**config.mk**
```make
export PLATFORM = sky130hd
export DESIGN_NAME = gx4000_cpr_loader
export DESIGN_NICKNAME = d
export VERILOG_FILES = /design/src/rtl/gx4000_cpr_pkg.sv /design/src/rtl/gx4000_cpr_field_shift.sv /design/src/rtl/gx4000_cpr_loader.sv
export SDC_FILE = /design/constraint.sdc
export NUM_CORES = 1
export LEC_CHECK = 0
export CORE_MARGIN = 10
export CORE_UTILIZATION = 40
export CTS_CLUSTER_DIAMETER = 80
export CTS_CLUSTER_SIZE = 40
export DETAILED_ROUTE_END_ITERATION = 10
export HOLD_SLACK_MARGIN = 0.1
export SYNTH_ARGS = -nofsm -noshare
export SYNTH_HDL_FRONTEND = slang
export SYNTH_HIERARCHICAL = 1
export SYNTH_SLANG_ARGS = --single-unit
```
**constraint.sdc**
```tcl
create_clock -name clk_sys -period 4.35 [get_ports clk_sys]
set_input_delay 0.6525 -clock clk_sys [delete_from_list [all_inputs] [get_ports clk_sys]]
set_output_delay 0.6525 -clock clk_sys [all_outputs]
set_load 0.05 [all_outputs]
```
**src/rtl/gx4000_cpr_pkg.sv**
```systemverilog
// gx4000_cpr_pkg: shared types, FOURCC constants and helpers for the CPR cartridge loader
package gx4000_cpr_pkg;
  typedef enum logic [3:0] {
    IDLE, RIFF_ID, RIFF_LEN, FORM_ID, CHUNK_ID, CHUNK_LEN, DATA, SKIP, PAD, DONE, ERR
  } state_t;
  typedef enum logic [2:0] {
    NONE = 3'd0, BAD_RIFF = 3'd1, BAD_FORM = 3'd2, CHUNK_TOO_LONG = 3'd3,
    BAD_BANK = 3'd4, TRUNCATED = 3'd5, ADDR_GAP = 3'd6
  } err_t;
  localparam logic [31:0] FOURCC_RIFF = "RIFF";
  localparam logic [31:0] FOURCC_AMS = "AMS!";
  localparam logic [15:0] FOURCC_CB = "cb";
  localparam int BANK_BYTES = 16384;
  // FOURCCs are collected first-byte-in-MSB; lengths are little-endian on the wire
  function automatic logic [31:0] le32(input logic [31:0] w);
    return {w[7:0], w[15:8], w[23:16], w[31:24]};
  endfunction
  function automatic logic is_digit(input logic [7:0] c);
    return c >= "0" && c <= "9";
  endfunction
  function automatic logic busy_state(input state_t s);
    return !(s inside {IDLE, DONE, ERR});
  endfunction
endpackage

```
**src/rtl/gx4000_cpr_field_shift.sv**
```systemverilog
// gx4000_cpr_field_shift: 4-byte field collector with byte count and completion flag
//   clk, rst : clock, synchronous active-high reset
//   clr      : restart collection (new download)
//   en, din  : accepted field byte
//   word     : collected field including the byte currently offered on din
//   cnt      : bytes already collected (0..3)
//   full     : the byte on din completes the 4-byte field this cycle
module gx4000_cpr_field_shift (
  input  logic        clk,
  input  logic        rst,
  input  logic        clr,
  input  logic        en,
  input  logic [7:0]  din,
  output logic [31:0] word,
  output logic [1:0]  cnt,
  output logic        full
);
  logic [23:0] sh;
  assign word = {sh, din};
  assign full = en && cnt == 2'd3;
  always_ff @(posedge clk) begin
    if (rst || clr) begin
      sh <= '0;
      cnt <= '0;
    end else if (en) begin
      sh <= word[23:0];
      cnt <= cnt + 2'd1;
    end
  end
endmodule

```
**src/rtl/gx4000_cpr_loader.sv**
```systemverilog
// gx4000_cpr_loader: parses a CPR (RIFF "AMS!") image from the ioctl stream into SDRAM bank slots
//   clk_sys, reset            : clock, synchronous active-high reset
//   ioctl_download/index/wr/addr/dout : download byte stream
//   cart_addr/data/wr         : SDRAM write port, one strobe per payload byte, 1-cycle latency
//   bank_valid, bank_count    : banks that received payload and their number
//   parse_busy/done/error, err_code : parse status
//   cpr_checksum              : payload byte sum, present only with GX4000_CPR_CHECKSUM_EN
module gx4000_cpr_loader
  import gx4000_cpr_pkg::*;
#(
  parameter logic [7:0]  CPR_INDEX = 8'h02,
  parameter logic [24:0] CART_BASE = 25'h0800000,
  parameter int          MAX_BANKS = 32
) (
  input  logic                 clk_sys,
  input  logic                 reset,
  input  logic                 ioctl_download,
  input  logic [7:0]           ioctl_index,
  input  logic                 ioctl_wr,
  input  logic [24:0]          ioctl_addr,
  input  logic [7:0]           ioctl_dout,
  output logic [24:0]          cart_addr,
  output logic [7:0]           cart_data,
  output logic                 cart_wr,
  output logic [MAX_BANKS-1:0] bank_valid,
  output logic [5:0]           bank_count,
  output logic                 parse_busy,
  output logic                 parse_done,
  output logic                 parse_error,
`ifdef GX4000_CPR_CHECKSUM_EN
  output logic [15:0]          cpr_checksum,
`endif
  output logic [2:0]           err_code
);
  localparam int BW = $clog2(MAX_BANKS);
  state_t state, ns;
  err_t ec, ne;
  logic dl_q, odd, full;
  logic [24:0] exp_off;
  logic [31:0] chunk_id, rem, word, len;
  logic [BW-1:0] bank;
  logic [13:0] dptr;
  logic [1:0] cnt;
  logic [6:0] bnum;
  logic start, fall, acc, addr_ok, cb, bank_ok;
  assign start = ioctl_download && !dl_q && ioctl_index == CPR_INDEX;
  assign fall = dl_q && !ioctl_download;
  assign acc = ioctl_wr && ioctl_download && ioctl_index == CPR_INDEX && busy_state(state);
  assign addr_ok = ioctl_addr == exp_off;
  assign len = le32(word);
  assign cb = chunk_id[31:16] == FOURCC_CB;
  assign bnum = 7'(chunk_id[11:8]) * 7'd10 + 7'(chunk_id[3:0]);
  assign bank_ok = is_digit(chunk_id[15:8]) && is_digit(chunk_id[7:0]) && bnum < 7'(MAX_BANKS);
  assign err_code = ec;
  gx4000_cpr_field_shift u_field (
    .clk (clk_sys),
    .rst (reset),
    .clr (start),
    .en  (acc && addr_ok && state inside {RIFF_ID, RIFF_LEN, FORM_ID, CHUNK_ID, CHUNK_LEN}),
    .din (ioctl_dout),
    .word(word),
    .cnt (cnt),
    .full(full)
  );
  // Bytes need ioctl_download=1 and the falling edge sees it at 0, so a byte always lands before the end check
  always_comb begin
    ns = state;
    ne = ec;
    if (start) begin
      ns = RIFF_ID;
      ne = NONE;
    end else if (acc && !addr_ok) begin
      ns = ERR;
      ne = ADDR_GAP;
    end else if (acc) begin
      case (state)
        RIFF_ID:
          if (full && word != FOURCC_RIFF) begin
            ns = ERR;
            ne = BAD_RIFF;
          end else if (full) ns = RIFF_LEN;
        RIFF_LEN: if (full) ns = FORM_ID;
        FORM_ID:
          if (full && word != FOURCC_AMS) begin
            ns = ERR;
            ne = BAD_FORM;
          end else if (full) ns = CHUNK_ID;
        CHUNK_ID: if (full) ns = CHUNK_LEN;
        CHUNK_LEN:
          if (full && cb && !bank_ok) begin
            ns = ERR;
            ne = BAD_BANK;
          end else if (full && cb && len > 32'(BANK_BYTES)) begin
            ns = ERR;
            ne = CHUNK_TOO_LONG;
          end else if (full) ns = len == 32'd0 ? CHUNK_ID : cb ? DATA : SKIP;
        DATA, SKIP: if (rem == 32'd1) ns = odd ? PAD : CHUNK_ID;
        PAD: ns = CHUNK_ID;
        default: ;
      endcase
    end else if (fall && busy_state(state)) begin
      ns = state == CHUNK_ID && cnt == 2'd0 ? DONE : ERR;
      ne = state == CHUNK_ID && cnt == 2'd0 ? NONE : TRUNCATED;
    end
  end
  always_ff @(posedge clk_sys) begin
    if (reset) begin
      state <= IDLE;
      ec <= NONE;
      dl_q <= 1'b1;
      parse_busy <= 1'b0;
      parse_done <= 1'b0;
      parse_error <= 1'b0;
      cart_addr <= '0;
      cart_data <= '0;
      cart_wr <= 1'b0;
      bank_valid <= '0;
      bank_count <= '0;
      exp_off <= '0;
      chunk_id <= '0;
      rem <= '0;
      odd <= 1'b0;
      bank <= '0;
      dptr <= '0;
`ifdef GX4000_CPR_CHECKSUM_EN
      cpr_checksum <= '0;
`endif
    end else begin
      state <= ns;
      ec <= ne;
      dl_q <= ioctl_download;
      parse_busy <= busy_state(ns);
      parse_done <= ns == DONE;
      parse_error <= ns == ERR;
      cart_wr <= 1'b0;
      if (start) begin
        bank_valid <= '0;
        bank_count <= '0;
        exp_off <= '0;
`ifdef GX4000_CPR_CHECKSUM_EN
        cpr_checksum <= '0;
`endif
      end else if (acc) begin
        exp_off <= exp_off + 25'd1;
        if (addr_ok) begin
          case (state)
            CHUNK_ID: if (full) chunk_id <= word;
            CHUNK_LEN: begin
              rem <= len;
              odd <= len[0];
              bank <= bnum[BW-1:0];
              dptr <= '0;
            end
            DATA: begin
              cart_wr <= 1'b1;
              cart_data <= ioctl_dout;
              cart_addr <= CART_BASE + 25'({bank, dptr});
              dptr <= dptr + 14'd1;
              rem <= rem - 32'd1;
              if (dptr == 14'd0) begin
                bank_valid[bank] <= 1'b1;
                if (!bank_valid[bank]) bank_count <= bank_count + 6'd1;
              end
`ifdef GX4000_CPR_CHECKSUM_EN
              cpr_checksum <= cpr_checksum + 16'(ioctl_dout);
`endif
            end
            SKIP: rem <= rem - 32'd1;
            default: ;
          endcase
        end
      end
    end
  end
endmodule

```
== Yosys cells after proc, flatten, opt, wreduce, memory -nomap -nowiden ==
Index checks and enable logic that the tools add are counted.
Operators by class
  equality and inequality tests: 27
  bitwise logic cells: 5
  shift operators: 0
  multiplexer cells: 35
  div/mod/pow operators: 0
  magnitude comparators: 8
  reductions and logical operators: 54
  multipliers: 1
  add/sub/neg operators: 7
Operator list (number)
  != test 32 x 31 -> 1 bit (second input constant): 2
  one-hot mux 32 bit (2 select lines): 1
  2-to-1 mux 4 bit: 15
  == test 32 x 1 -> 1 bit (second input constant): 1
  greater-than comparator 32 x 15 -> 1 bit (second input constant): 1
  zero test 32 bit: 1
  bitwise OR 32 bit: 1
  subtractor 32 x 1 -> 32 bit (second input constant): 1
  one-hot mux 14 bit (2 select lines): 1
  one-hot mux 4 bit (7 select lines): 1
  adder 24 x 19 -> 25 bit (first input constant): 1
  adder 25 x 1 -> 25 bit (second input constant): 1
  == test 25 bit: 1
  2-to-1 mux 3 bit: 8
  logical AND 1 bit: 22
  == test 4 bit (second input constant): 5
  AND reduction 4 bit: 5
  AND reduction 5 bit: 4
  == test 16 x 15 -> 1 bit (second input constant): 1
  == test 4 x 3 -> 1 bit (second input constant): 4
  greater-or-equal comparator 8 x 6 -> 1 bit (second input constant): 2
  less-or-equal comparator 8 x 6 -> 1 bit (second input constant): 2
  adder 14 x 1 -> 14 bit (second input constant): 1
  zero test 14 bit: 1
  32 further kinds: 54
Word-level totals
  bits in read-only memories: 0
  register bits after elaboration: 218
  RAM bits: 0
  memories kept: 0
  output and inout port bits: 78
  latch bits: 0

== Depth between registers and ports, before layout ==
Gate-level depths: netlist (run 1).
  depth after elaboration: 18
  gate-level depth with buffers: 17
  gate-level depth less buffers: 14

== Cells and area by module ==
The synthesis (run 1) kept the hierarchy.
Modules (own cells, without submodules)
  gx4000_cpr_loader: area each 9278.9 µm², cells each 1190, times used 1, sequential area each 3743.6 µm²
  gx4000_cpr_field_shift: area each 1039.7 µm², cells each 95, times used 1, sequential area each 520.5 µm²

== Least setup slack after synthesis (run 1) ==
Ideal clock, no wire load.
  path type: input to register
  start point: in ioctl_index[5]
  end point: reg ec[1] (netlist: err_code[1])
  stages: 16
  data required time: 4222 ps
  data arrival time: 4345 ps
  buffers on the path: 3
  slack: -123 ps
  cells stage by stage: nor4_1 nand4_1 o21bai_1 clkbuf_1 nor3_1 buf_6 buf_6 and2_1 nor4bb_1 nand4_1 or3_1 a22o_1 a31o_2 o311ai_0 mux2i_1 nor2_1
On the way
  word-level cells in the longest chain between the ends: 12
  elaborated cells on any way between the ends: 24
RTL lines
  start, declared: line gx4000_cpr_loader.sv:18  | input logic [7:0] ioctl_index,
  == test 8 x 2 -> 1 bit (*): line gx4000_cpr_loader.sv:48  | assign acc = ioctl_wr && ioctl_download && ioctl_index == CPR_INDEX && busy_state(state);
  logical AND 1 bit (*) (2 in a row): line gx4000_cpr_loader.sv:48
  logical AND 1 bit (*) (2 in a row): line gx4000_cpr_loader.sv:59  | .en (acc && addr_ok && state inside {RIFF_ID, RIFF_LEN, FORM_ID, CHUNK_ID, CHUNK_LEN}),
  logical AND 1 bit (*): line gx4000_cpr_field_shift.sv:20  | assign full = en && cnt == 2'd3;
  named net full: line gx4000_cpr_loader.sv:38  | logic dl_q, odd, full;
  logical AND 1 bit: line gx4000_cpr_loader.sv:90, gx4000_cpr_loader.sv:93
  logical AND 1 bit: line gx4000_cpr_loader.sv:90  | if (full && cb && !bank_ok) begin
  2-to-1 mux 3 bit: line gx4000_cpr_loader.sv:90
  one-hot mux 3 bit (3 select lines): line gx4000_cpr_loader.sv:76  | case (state)
  2-to-1 mux 3 bit: line gx4000_cpr_loader.sv:75  | end else if (acc) begin
  2-to-1 mux 3 bit: line gx4000_cpr_loader.sv:72  | end else if (acc && !addr_ok) begin
  end signal, assigned: line gx4000_cpr_loader.sv:130  | ec <= ne;
  end, declared: line gx4000_cpr_loader.sv:37  | err_t ec, ne;
Mark *: on every way through the listed nets, which the timed path passes. The rest lies on a longest branch.
A chain may end at the register's enable or synchronous reset.

== Worst setup path after layout (run 1) ==
  start point: in ioctl_addr[11]
  end point: reg parse_done
On the way
  word-level cells in the longest chain between the ends: 13
  elaborated cells on any way between the ends: 25
RTL lines
  start, declared: line gx4000_cpr_loader.sv:20  | input logic [24:0] ioctl_addr,
  == test 25 bit (*): line gx4000_cpr_loader.sv:49  | assign addr_ok = ioctl_addr == exp_off;
  logical AND 1 bit (*) (2 in a row): line gx4000_cpr_loader.sv:59
  logical AND 1 bit (*): line gx4000_cpr_field_shift.sv:20
  named net full: line gx4000_cpr_loader.sv:38
  logical AND 1 bit: line gx4000_cpr_loader.sv:90, gx4000_cpr_loader.sv:93
  logical AND 1 bit: line gx4000_cpr_loader.sv:93  | end else if (full && cb && len > 32'(BANK_BYTES)) begin
  2-to-1 mux 4 bit: line gx4000_cpr_loader.sv:93
  2-to-1 mux 4 bit: line gx4000_cpr_loader.sv:90
  one-hot mux 4 bit (7 select lines) (*): line gx4000_cpr_loader.sv:76
  2-to-1 mux 4 bit (*): line gx4000_cpr_loader.sv:75
  2-to-1 mux 4 bit (*): line gx4000_cpr_loader.sv:72
  2-to-1 mux 4 bit (*): line gx4000_cpr_loader.sv:69  | if (start) begin
  == test 4 bit (*): line gx4000_cpr_loader.sv:133  | parse_done <= ns == DONE;
  end signal, assigned: line gx4000_cpr_loader.sv:112  | parse_done <= 1'b0;
  end signal, assigned: line gx4000_cpr_loader.sv:133
  end, declared: line gx4000_cpr_loader.sv:28  | output logic parse_done,
Marked as above.

==> results of run 1 <==
==> cell families (layout without fill, tap and decap cells) <==
family,after synthesis,count (layout),share of synthesized area (%)
other,1,5,0.0363
xor gates and xnor gates,74,74,6.28
muxes,43,43,5.14
adders and majority gates,16,16,2.09
DFF,213,213,41.3
AOI/OAI and AO/OA,253,253,14.5
buffers and inverters,113,191,5.15
and+or+nand+nor,572,572,25.5
==> sequential cells by signal, summed over array words and instances (netlist names) <==
signal       cells
u_field/sh      24
odd              1
parse_busy       1
dptr            14
cart_data        8
u_field/cnt      2
state            4
exp_off         25
cart_wr          1
parse_error      1
bank             5
cart_addr       20
chunk_id        32
dl_q             1
rem             32
bank_count       6
err_code         3
parse_done       1
bank_valid      32
==> cell usage after synthesis (3+ instances only) <==
cell type | number | area share, %
nand3_1 | 27 | 1.3
clkbuf_1 | 69 | 2.5
a21oi_1 | 140 | 6.8
nor4b_1 | 4 | 0.34
dfxtp_1 | 213 | 41
o21ai_0 | 42 | 2.0
nand4_1 | 27 | 1.6
nor2_1 | 174 | 6.3
xor2_1 | 30 | 2.5
a31oi_1 | 5 | 0.30
o31ai_1 | 5 | 0.36
and3b_1 | 5 | 0.42
mux4_2 | 8 | 1.7
o41ai_1 | 4 | 0.34
a22oi_1 | 6 | 0.44
nand3b_1 | 3 | 0.22
nor4_1 | 22 | 1.3
a22o_1 | 9 | 0.76
ha_1 | 14 | 1.7
nor3_1 | 32 | 1.6
and2_1 | 4 | 0.24
mux2i_1 | 35 | 3.4
a221oi_1 | 3 | 0.25
o211ai_1 | 4 | 0.29
nand2_1 | 211 | 7.7
inv_1 | 18 | 0.65
or2_2 | 6 | 0.36
a211oi_1 | 9 | 0.65
buf_4 | 14 | 1.0
nor3b_1 | 4 | 0.29
o22ai_1 | 4 | 0.24
or4_1 | 4 | 0.29
o21a_1 | 3 | 0.22
buf_6 | 4 | 0.44
buf_1 | 4 | 0.15
o32ai_1 | 3 | 0.25
and3_1 | 17 | 1.0
nor2b_1 | 4 | 0.24
or3_1 | 10 | 0.61
and4_1 | 6 | 0.51
xnor2_1 | 44 | 3.7
==> where the power goes <==
part / internal, W / switching, W
combinational: 0.0000531 / 0.0000711
sequential: 0.00195 / 0.00000177
clock: 0.000671 / 0.000777
==> worst max-delay path, delay by kind of cell <==
family | cells | cell delay, ns
XOR/XNOR | 1 | 0.11
AO/OA/AOI/OAI | 3 | 0.74
AND/OR/NAND/NOR | 10 | 2.30
buffers and inverters | 2 | 0.64
==> through the flow <==
| stage | util (%) | TNS, ns |
|---|---|---|
| 2_1_floorplan | - | -0.000146 |
| 3_3_place_gp | 46.4 | -0.427 |
| 3_5_place_dp | 46.4 | -0.907 |
| 4_1_cts | 48.3 | 0 |
| 5_1_grt | 48.3 | 0 |
| 6_report | 48.3 | 0 |
==> how the worst min path moves through the flow <==
stage                               from                         to  slack, ns  depth (start not counted)
2_1_floorplan  chunk_id[19]$_SDFFE_PP0P_  chunk_id[19]$_SDFFE_PP0P_       0.43                          2
3_3_place_gp   chunk_id[28]$_SDFFE_PP0P_  chunk_id[28]$_SDFFE_PP0P_       0.44                          2
3_5_place_dp   chunk_id[21]$_SDFFE_PP0P_  chunk_id[21]$_SDFFE_PP0P_       0.44                          2
4_1_cts                            reset      parse_busy$_SDFF_PP0_       0.36                          2
5_1_grt                            reset      parse_busy$_SDFF_PP0_       0.37                          2
6_report                           reset      parse_busy$_SDFF_PP0_       0.37                          2
==> layout by cell type, fill, tap and decap left out, drive strengths merged, types with 11 or more instances in the layout <==
master         instances
a211oi                11
a21oi                140
and3                  17
buf                   33
clkbuf                15
clkdlybuf4s50        116
dfxtp                213
ha                    14
inv                   22
mux2i                 35
nand2                211
nand3                 27
nand4                 27
nor2                 175
nor3                  32
nor4                  23
o21ai                 42
or3                   11
xnor2                 44
xor2                  30
==> area by class of cell <==
type | instances | area (um2)
clock buffers | 15 | 375
multi-input cells | 963 | 5560
inverters | 18 | 67.6
flip-flops and latches | 213 | 4260
fillers | 2511 | 13000
repair buffers | 149 | 1420
well taps | 330 | 413
clock inverters | 9 | 104
==> per-layer routing <==
layer / part of all wire (%) / track usage, %
met2: 44 / 27.2
met4: 2.1 / 4.43
met5: 0 / 0
met3: 5.7 / 2.85
met1: 48 / 24.3
==> impl_metrics.tcl, run 1 <==
set metrics [dict create \
    drive_gt1_share_pct 6.29 \
    routed_wl_um 29600 \
    async_reset_ff_share_pct 0 \
    dpl_cell_area_um2 11700 \
    critical_path.max_stage_delay_ns 0.47 \
    wire_per_inst_um 17.4 \
    cts_tree "built" \
    vias 9271 \
    synth_seq_cells 213 \
    crit_path_end_kind "flip-flop" \
    pin_count 123 \
    maxCapViolations 0 \
    synthesis.instances 1285 \
    clock_latency_ns 0.49 \
    htree_levels 1 \
    clk_pin_slew_ns 0.10 \
    power-per-cell-area_nw_per_um2 289 \
    status "complete, no violations" \
    ys_warn_count 6 \
    leakagePower_nw 4.13 \
    firstDrtPassIters 5 \
    cts_root_buf "clkbuf_16" \
    cp-start-kind "input port" \
    finalSetupViolCount 0 \
    nNetsFinal 1420 \
    cts.repair.resized 0 \
    dp.cells 1673 \
    rsz0062_at_grt "false" \
    grt_overflow 0 \
    postRouteAntennaNets 0 \
    gr-usage-all-layers_pct 17.4 \
    min_period_ns 4.05 \
    cp.arrival_ns 4.46 \
    portBuffers 117 \
    fin_cells 1697 \
    die_w_um 181 \
    start_util_pct 40.9 \
    grt_pass1_wl_um 48200 \
    final.period_utilization_pct 93.2 \
    cts_num_sinks 213 \
    final_area_um2 12200 \
    rr_startpoint "exp_off[15]$_SDFFE_PP0P_" \
    relSlewSlack_pct 25.8 \
    insertedDiodeCount 0 \
    drc 0 \
    ir_worst_vdd_v 0.000184 \
    synth_edf_count 0 \
    drt_iter0_drc 804 \
    fin_ws_ns 0.297 \
    fp.dieH_um 181 \
    power.total_w 0.00352 \
    cts_setup_buffers 0 \
    skew_ns 0.0184 \
    worst-setup-path-type "in -> reg" \
    grt_max_degree 102 \
    grt_pass1_vias 8895 \
    path_cells "clkdlybuf4s50_1 -> xnor2_1 -> nand4_1 -> nor4_2 -> buf_4 -> nand2_1 -> nor3_2 -> and2_1 -> nor4bb_1 -> nand4_1 -> or3_1 -> a22o_1 -> a31o_2 -> o211a_2 -> or3_1 -> nor3_1" \
    place_ws_ns -0.234 \
    ff2ff_path_depth 15 \
    antenna_found_initial 0 \
    worst_slew_pin_slew_ns 1.11 \
    dieArea_um2 32600 \
    synth.avg_cell_area_um2 8.03 \
    slew_viol_final 0 \
    min_path_type "in -> reg" \
    gp_congestion 0.878 \
    cts.path.max_buffers 3 \
    core_area_um2 25300 \
    cp_slowest_cell "clkdlybuf4s50_1" \
    hold_viol_final 0 \
    ys.flop_type "dfxtp_1" \
    required_ns 4.76 \
    avgViaCountPerCell 5.46 \
    dpl.hpwl_um 21000 \
    synth_area_um2 10300 \
    crit_end "parse_done$_SDFF_PP0_" \
    crit_start "ioctl_addr[11]" \
    cp_max_fo 4 \
    ctsHoldBuffers 0 \
    area_growth_syn_to_layout_pct 18.3 \
    synth.yosys.seq_area_share_pct 41.3 \
    r2r_slack_ns 0.46 \
    fmax_mhz 247 \
    worstReg2RegEnd "parse_done$_SDFF_PP0_" \
    rows 58 \
    cts_buffers 14 \
    holdWs_ns 0.375 \
    ys_types 69 \
]
Power figures use the tool's default switching activity.
==> run 2, diff against run 1 <==
- CORE_MARGIN: 10 -> 2
- PLACE_DENSITY: unset -> 0.65
==> run 2 against run 1 <==
  * Combinational power about the same
  * Final area shrank 0.53%
  * Maximum frequency up 2.8%
  * Total power fell by 4.5%
  * Via count increased by 0.30%
  * Cell count down 0.18%
  * First-iteration DRC count down 2.0%
  * Global-route usage increased by 2.6 points
  * Largest cell class unchanged
  * Largest power group unchanged
  * Highest routed layer unchanged
==> impl_metrics.tcl, run 2 (synthesis gave the netlist of run 1 again) <==
set metrics [dict create \
    cp_max_fo 4 \
    final.period_utilization_pct 90.6 \
    layout_common_cells "dfxtp_1 (213), nand2_1 (211), nor2_1 (174)" \
    cp.arrival_ns 4.37 \
    core_area_um2 25300 \
    rows 58 \
    htree_levels 1 \
    nNetsFinal 1420 \
    leakagePower_nw 4.11 \
    dieArea_um2 27100 \
    cp-start-kind "input port" \
    portBuffers 117 \
    ctsHoldBuffers 0 \
    sequentialPowerShare_pct 58.0 \
    sw_frac_of_total_pct 22.9 \
    power-per-cell-area_nw_per_um2 277 \
    hold_start "chunk_id[28]$_SDFFE_PP0P_" \
    dr_wl_met2_um 12200 \
    power.total_w 0.00337 \
    internal_power_w 0.00259 \
    start_util_pct 40.9 \
    crit_path_end_kind "flip-flop" \
    fmax_mhz 254 \
    vias 9299 \
    ff2ff_path_depth 15 \
    cts_tree "built" \
    grt_overflow 0 \
    cts.repair.resized 0 \
    p_comb_share_pct 3.7 \
    worst-setup-path-type "in -> reg" \
    skew_ns 0.0247 \
    wl_met3_um 1900 \
    avgViaCountPerCell 5.49 \
    drive_gt1_share_pct 5.94 \
    reg.largest.list "bank_valid x32, chunk_id x32, rem x32" \
    power_switching_w 0.000772 \
    antenna_found_initial 0 \
    drt_iter0_drc 788 \
    required_ns 4.78 \
    insertedDiodeCount 0 \
    hold_viol_final 0 \
    status "complete, no violations" \
    cts.path.max_buffers 3 \
    slew_viol_final 0 \
    rr_startpoint "exp_off[6]$_SDFFE_PP0P_" \
    dpl.hpwl_um 19600 \
    area_growth_syn_to_layout_pct 17.7 \
    gp_congestion 0.921 \
    postRouteAntennaNets 0 \
    cts_setup_buffers 0 \
    cts_root_buf "clkbuf_16" \
    fp.dieH_um 165 \
    pin_count 123 \
    cts_buffers 12 \
    gr-usage-all-layers_pct 20.0 \
    holdPathStages 2 \
    die_w_um 165 \
    clock_latency_ns 0.49 \
    min_path_type "reg -> reg" \
    rsz0062_at_grt "false" \
    grt_pass1_wl_um 43800 \
    highest_layer "met4" \
    cts_num_sinks 213 \
    place_ws_ns -0.0770 \
    layout_commonest_cell "dfxtp_1" \
    grt_pass1_vias 8376 \
    power.share.clock_pct 38.3 \
    finalSetupViolCount 0 \
    min_period_ns 3.94 \
    grt_max_degree 67 \
    fin_ws_ns 0.409 \
    wire_per_inst_um 16.5 \
    post-route-util_pct 48.1 \
    drc 0 \
    clk_pin_slew_ns 0.12 \
    ir_worst_vdd_v 0.000318 \
    relSlewSlack_pct 51.4 \
    wl_met1_um 13000 \
    maxCapViolations 0 \
    worstReg2RegEnd "parse_done$_SDFF_PP0_" \
    min_to "chunk_id[28]$_SDFFE_PP0P_" \
    routed_wl_um 27900 \
    worst_slew_pin_slew_ns 0.728 \
    num-fill-cells 2489 \
    r2r_slack_ns 0.52 \
    firstDrtPassIters 5 \
]
run 2: stage by stage:
step           hold WS, ns   TNS [ns]  std cells  area [um2]
2_1_floorplan        0.427  -0.000146       1289       10300
3_3_place_gp         0.437    -0.0398       1675       11700
6_report             0.452          0       1694       12100
5_1_grt              0.473          0       1694       12100
3_5_place_dp         0.441     -0.210       1675       11700
4_1_cts              0.455          0       1694       12100
run 2: worst max-delay path, cell delays in order:
cell	delay (ns)
clkdlybuf4s50_1	0.48
xnor2_1	0.13
nand4_1	0.11
nor4_1	0.30
buf_4	0.18
nand2_1	0.07
nor3_2	0.25
and2_1	0.18
nor4bb_1	0.28
nand4_1	0.14
or3_1	0.36
a22o_1	0.25
a31o_2	0.24
o211a_2	0.27
or3_1	0.36
nor3_1	0.13
run 2: how the worst max path moves through the flow:
stage                    from  slack [ns]                       end  cells past startpoint
5_1_grt        ioctl_addr[15]        0.07  err_code[2]$_SDFFE_PP0P_                     17
3_5_place_dp   ioctl_addr[10]       -0.08     parse_done$_SDFF_PP0_                     16
3_3_place_gp   ioctl_addr[11]       -0.04     parse_done$_SDFF_PP0_                     16
6_report       ioctl_addr[10]        0.41     parse_done$_SDFF_PP0_                     16
4_1_cts        ioctl_addr[15]        0.41     parse_done$_SDFF_PP0_                     16
2_1_floorplan  ioctl_index[5]     -0.0001     parse_busy$_SDFF_PP0_                     16
run 2: metal layers:
layer  GRT usage, %  vias up
met5              0        -
met4           5.02        0
met3           2.39       51
met2           32.3      321
met1           28.4     4352
li1               -     4575
run 2: cell type report:
cell class              instances  area (um2)  share of cell area [%]
multi-input cells             963        5550                    45.7
flip-flops and latches        213        4260                    35.1
repair buffers                151        1450                    11.9
well taps                     330         413                    3.40
clock buffers                  15         343                    2.82
inverters                      18        67.6                   0.557
clock inverters                 4        50.0                   0.412
run 2: power groups by stage:
stage / combinational [W] / clock (W) / sequential, W
floorplan: 0.0000714 / 0 / 0.00200
global placement: 0.000123 / 0 / 0.00200
detailed placement: 0.000124 / 0 / 0.00200
CTS: 0.000124 / 0.00132 / 0.00195
global route: 0.000133 / 0.00138 / 0.00195
finish: 0.000124 / 0.00129 / 0.00195
==> run 3, diff against run 2 <==
- GPL_TIMING_DRIVEN: unset -> 0
==> run 3 against run 2 <==
  * Non-clock buffer count up 69
  * Register-to-register slack worse by 0.13 ns
  * Combinational power up 21%
  * Core utilization up 1.8 points
  * Hold slack better by 0.0033 ns
  * Flip-flop and latch count unchanged
  * Largest power group unchanged
  * Critical path depth up 2
  * Sequential power about the same
==> impl_metrics.tcl, run 3 (synthesis gave the netlist of run 1 again) <==
set metrics [dict create \
    status "complete, no violations" \
    sequentialPowerShare_pct 54.1 \
    fin_cells 1767 \
    ctsHoldBuffers 0 \
    maxCapViolations 0 \
    hold_viol_final 0 \
    cp-start-kind "input port" \
    holdWs_ns 0.456 \
    routed_wl_um 31500 \
    final_area_um2 12600 \
    insertedDiodeCount 0 \
    postRouteAntennaNets 0 \
    cts_root_buf "clkbuf_16" \
    hold_start "chunk_id[17]$_SDFFE_PP0P_" \
    grt_max_degree 32 \
    grt_overflow 0 \
    fmax_mhz 244 \
    slew_viol_final 0 \
    cts_tree "built" \
    dpl_cell_area_um2 11900 \
    vias 9740 \
    fp.dieH_um 165 \
    start_util_pct 40.9 \
    relSlewSlack_pct 21.3 \
    area_growth_syn_to_layout_pct 22.0 \
    multi_input_area_um2 5660 \
    dieArea_um2 27100 \
    rows 58 \
    gp_congestion 0.918 \
    die_w_um 165 \
    sw_frac_of_total_pct 25.0 \
    cp_max_fo 8 \
    drc 0 \
    seq_area_um2 4260 \
    dp.cells 1738 \
    firstDrtPassIters 7 \
    min_path_type "reg -> reg" \
    core_area_um2 25300 \
    final.period_utilization_pct 94.1 \
    gr-usage-all-layers_pct 22.9 \
    min_period_ns 4.09 \
    pin_count 123 \
    r2r_slack_ns 0.39 \
    portBuffers 117 \
    worst-setup-path-type "in -> reg" \
    power-per-cell-area_nw_per_um2 286 \
    grt_pass1_wl_um 49400 \
    rsz0062_at_grt "false" \
    wire_per_inst_um 17.8 \
    ff2ff_path_depth 17 \
    cts_buffers 14 \
    leakagePower_nw 4.24 \
    clk_pin_slew_ns 0.10 \
    avgViaCountPerCell 5.51 \
    layout_common_cells "dfxtp_1 (213), nand2_1 (210), nor2_1 (174)" \
    drive_gt1_share_pct 6.68 \
    dpl.hpwl_um 22900 \
    power_switching_w 0.000900 \
    drt_iter0_drc 861 \
    cts.path.max_buffers 3 \
    required_ns 4.71 \
    layout_commonest_cell "dfxtp_1" \
    num-fill-cells 2485 \
    worstReg2RegEnd "parse_busy$_SDFF_PP0_" \
    cp.arrival_ns 4.46 \
    rr_startpoint "exp_off[6]$_SDFFE_PP0P_" \
    antenna_found_initial 0 \
    nNetsFinal 1491 \
    crit_path_end_kind "flip-flop" \
    internal_power_w 0.00270 \
    crit_start "ioctl_addr[24]" \
    cts_num_sinks 213 \
    min_to "chunk_id[17]$_SDFFE_PP0P_" \
    htree_levels 1 \
    power.share.clock_pct 41.7 \
    ir_worst_vdd_v 0.000285 \
    reg.largest.list "bank_valid x32, chunk_id x32, rem x32" \
    p_comb_share_pct 4.2 \
    skew_ns 0.0248 \
    holdPathStages 2 \
    clock_latency_ns 0.51 \
    finalSetupViolCount 0 \
    grt_pass1_vias 9099 \
    worst_slew_pin_slew_ns 1.17 \
]
==> run 3: worst max-delay path: stages <==
cell             delay (ns)
clkdlybuf4s50_1        0.47
xnor2_1                0.12
nand4_1                0.17
nor4_4                 0.41
nand2_2                0.13
nor3_2                 0.21
buf_6                  0.12
and2_4                 0.20
nor4bb_4               0.20
nand4_1                0.18
buf_4                  0.18
buf_4                  0.12
o31ai_1                0.20
o32ai_1                0.14
a22o_1                 0.30
a211oi_4               0.32
and4bb_2               0.28
a211oi_2               0.04
==> run 3: worst max-delay path by stage <==
stage / endpoint / slack [ns] / cells past startpoint
floorplan: parse_busy$_SDFF_PP0_ / -0.0001 / 16
global placement: parse_busy$_SDFF_PP0_ / -1.47 / 17
detailed placement: parse_busy$_SDFF_PP0_ / -1.56 / 17
CTS: parse_done$_SDFF_PP0_ / 0.06 / 16
global route: parse_done$_SDFF_PP0_ / 0.002 / 16
finish: parse_busy$_SDFF_PP0_ / 0.26 / 18
==> run 3: repair_timing <==
item | 4_1_cts | 5_1_grt
resized for setup | 16 | 5
buffers inserted | 7 | 2
hold endpoints to repair | 0 | 0
endpoints found under the setup margin | 40 | 6
pin swaps | 5 | 7
==> run 3: power by group through the flow <==
stage	combinational [W]	sequential (W)	clock (W)
floorplan	0.0000714	0.00200	0
global placement	0.000146	0.00199	0
detailed placement	0.000146	0.00199	0
CTS	0.000148	0.00195	0.00153
global route	0.000159	0.00195	0.00160
finish	0.000150	0.00195	0.00150
==> run 3: through the flow <==
step / utilization (%) / setup slack, ns / total power (W) / TNS [ns]
6_report: 49.9 / 0.256 / 0.00360 / 0
4_1_cts: 49.7 / 0.0624 / 0.00363 / 0
2_1_floorplan: - / -0.000146 / 0.00207 / -0.000146
5_1_grt: 49.9 / 0.00192 / 0.00371 / 0
3_5_place_dp: 47.3 / -1.56 / 0.00214 / -30.81
3_3_place_gp: 47.2 / -1.47 / 0.00214 / -48.06
==> run 3: area by class of cell <==
class | count | area share [%]
Buffer | 92 | 3.54
Clock inverter | 8 | 0.914
Inverter | 18 | 0.537
Sequential cell | 213 | 33.9
Multi-Input combinational cell | 963 | 44.9
Clock buffer | 15 | 2.98
Timing Repair Buffer | 128 | 9.95
Tap cell | 330 | 3.28
==> run 3: metal layers <==
layer	global-route usage (%)	up-vias	share of wire, %	wire [um]
met5	0	-	0	0
met3	4.45	61	8.0	2530
li1	-	4722	-	-
met1	30.8	4569	44	14000
met4	6.96	0	2.8	892
met2	37.4	388	45	14100
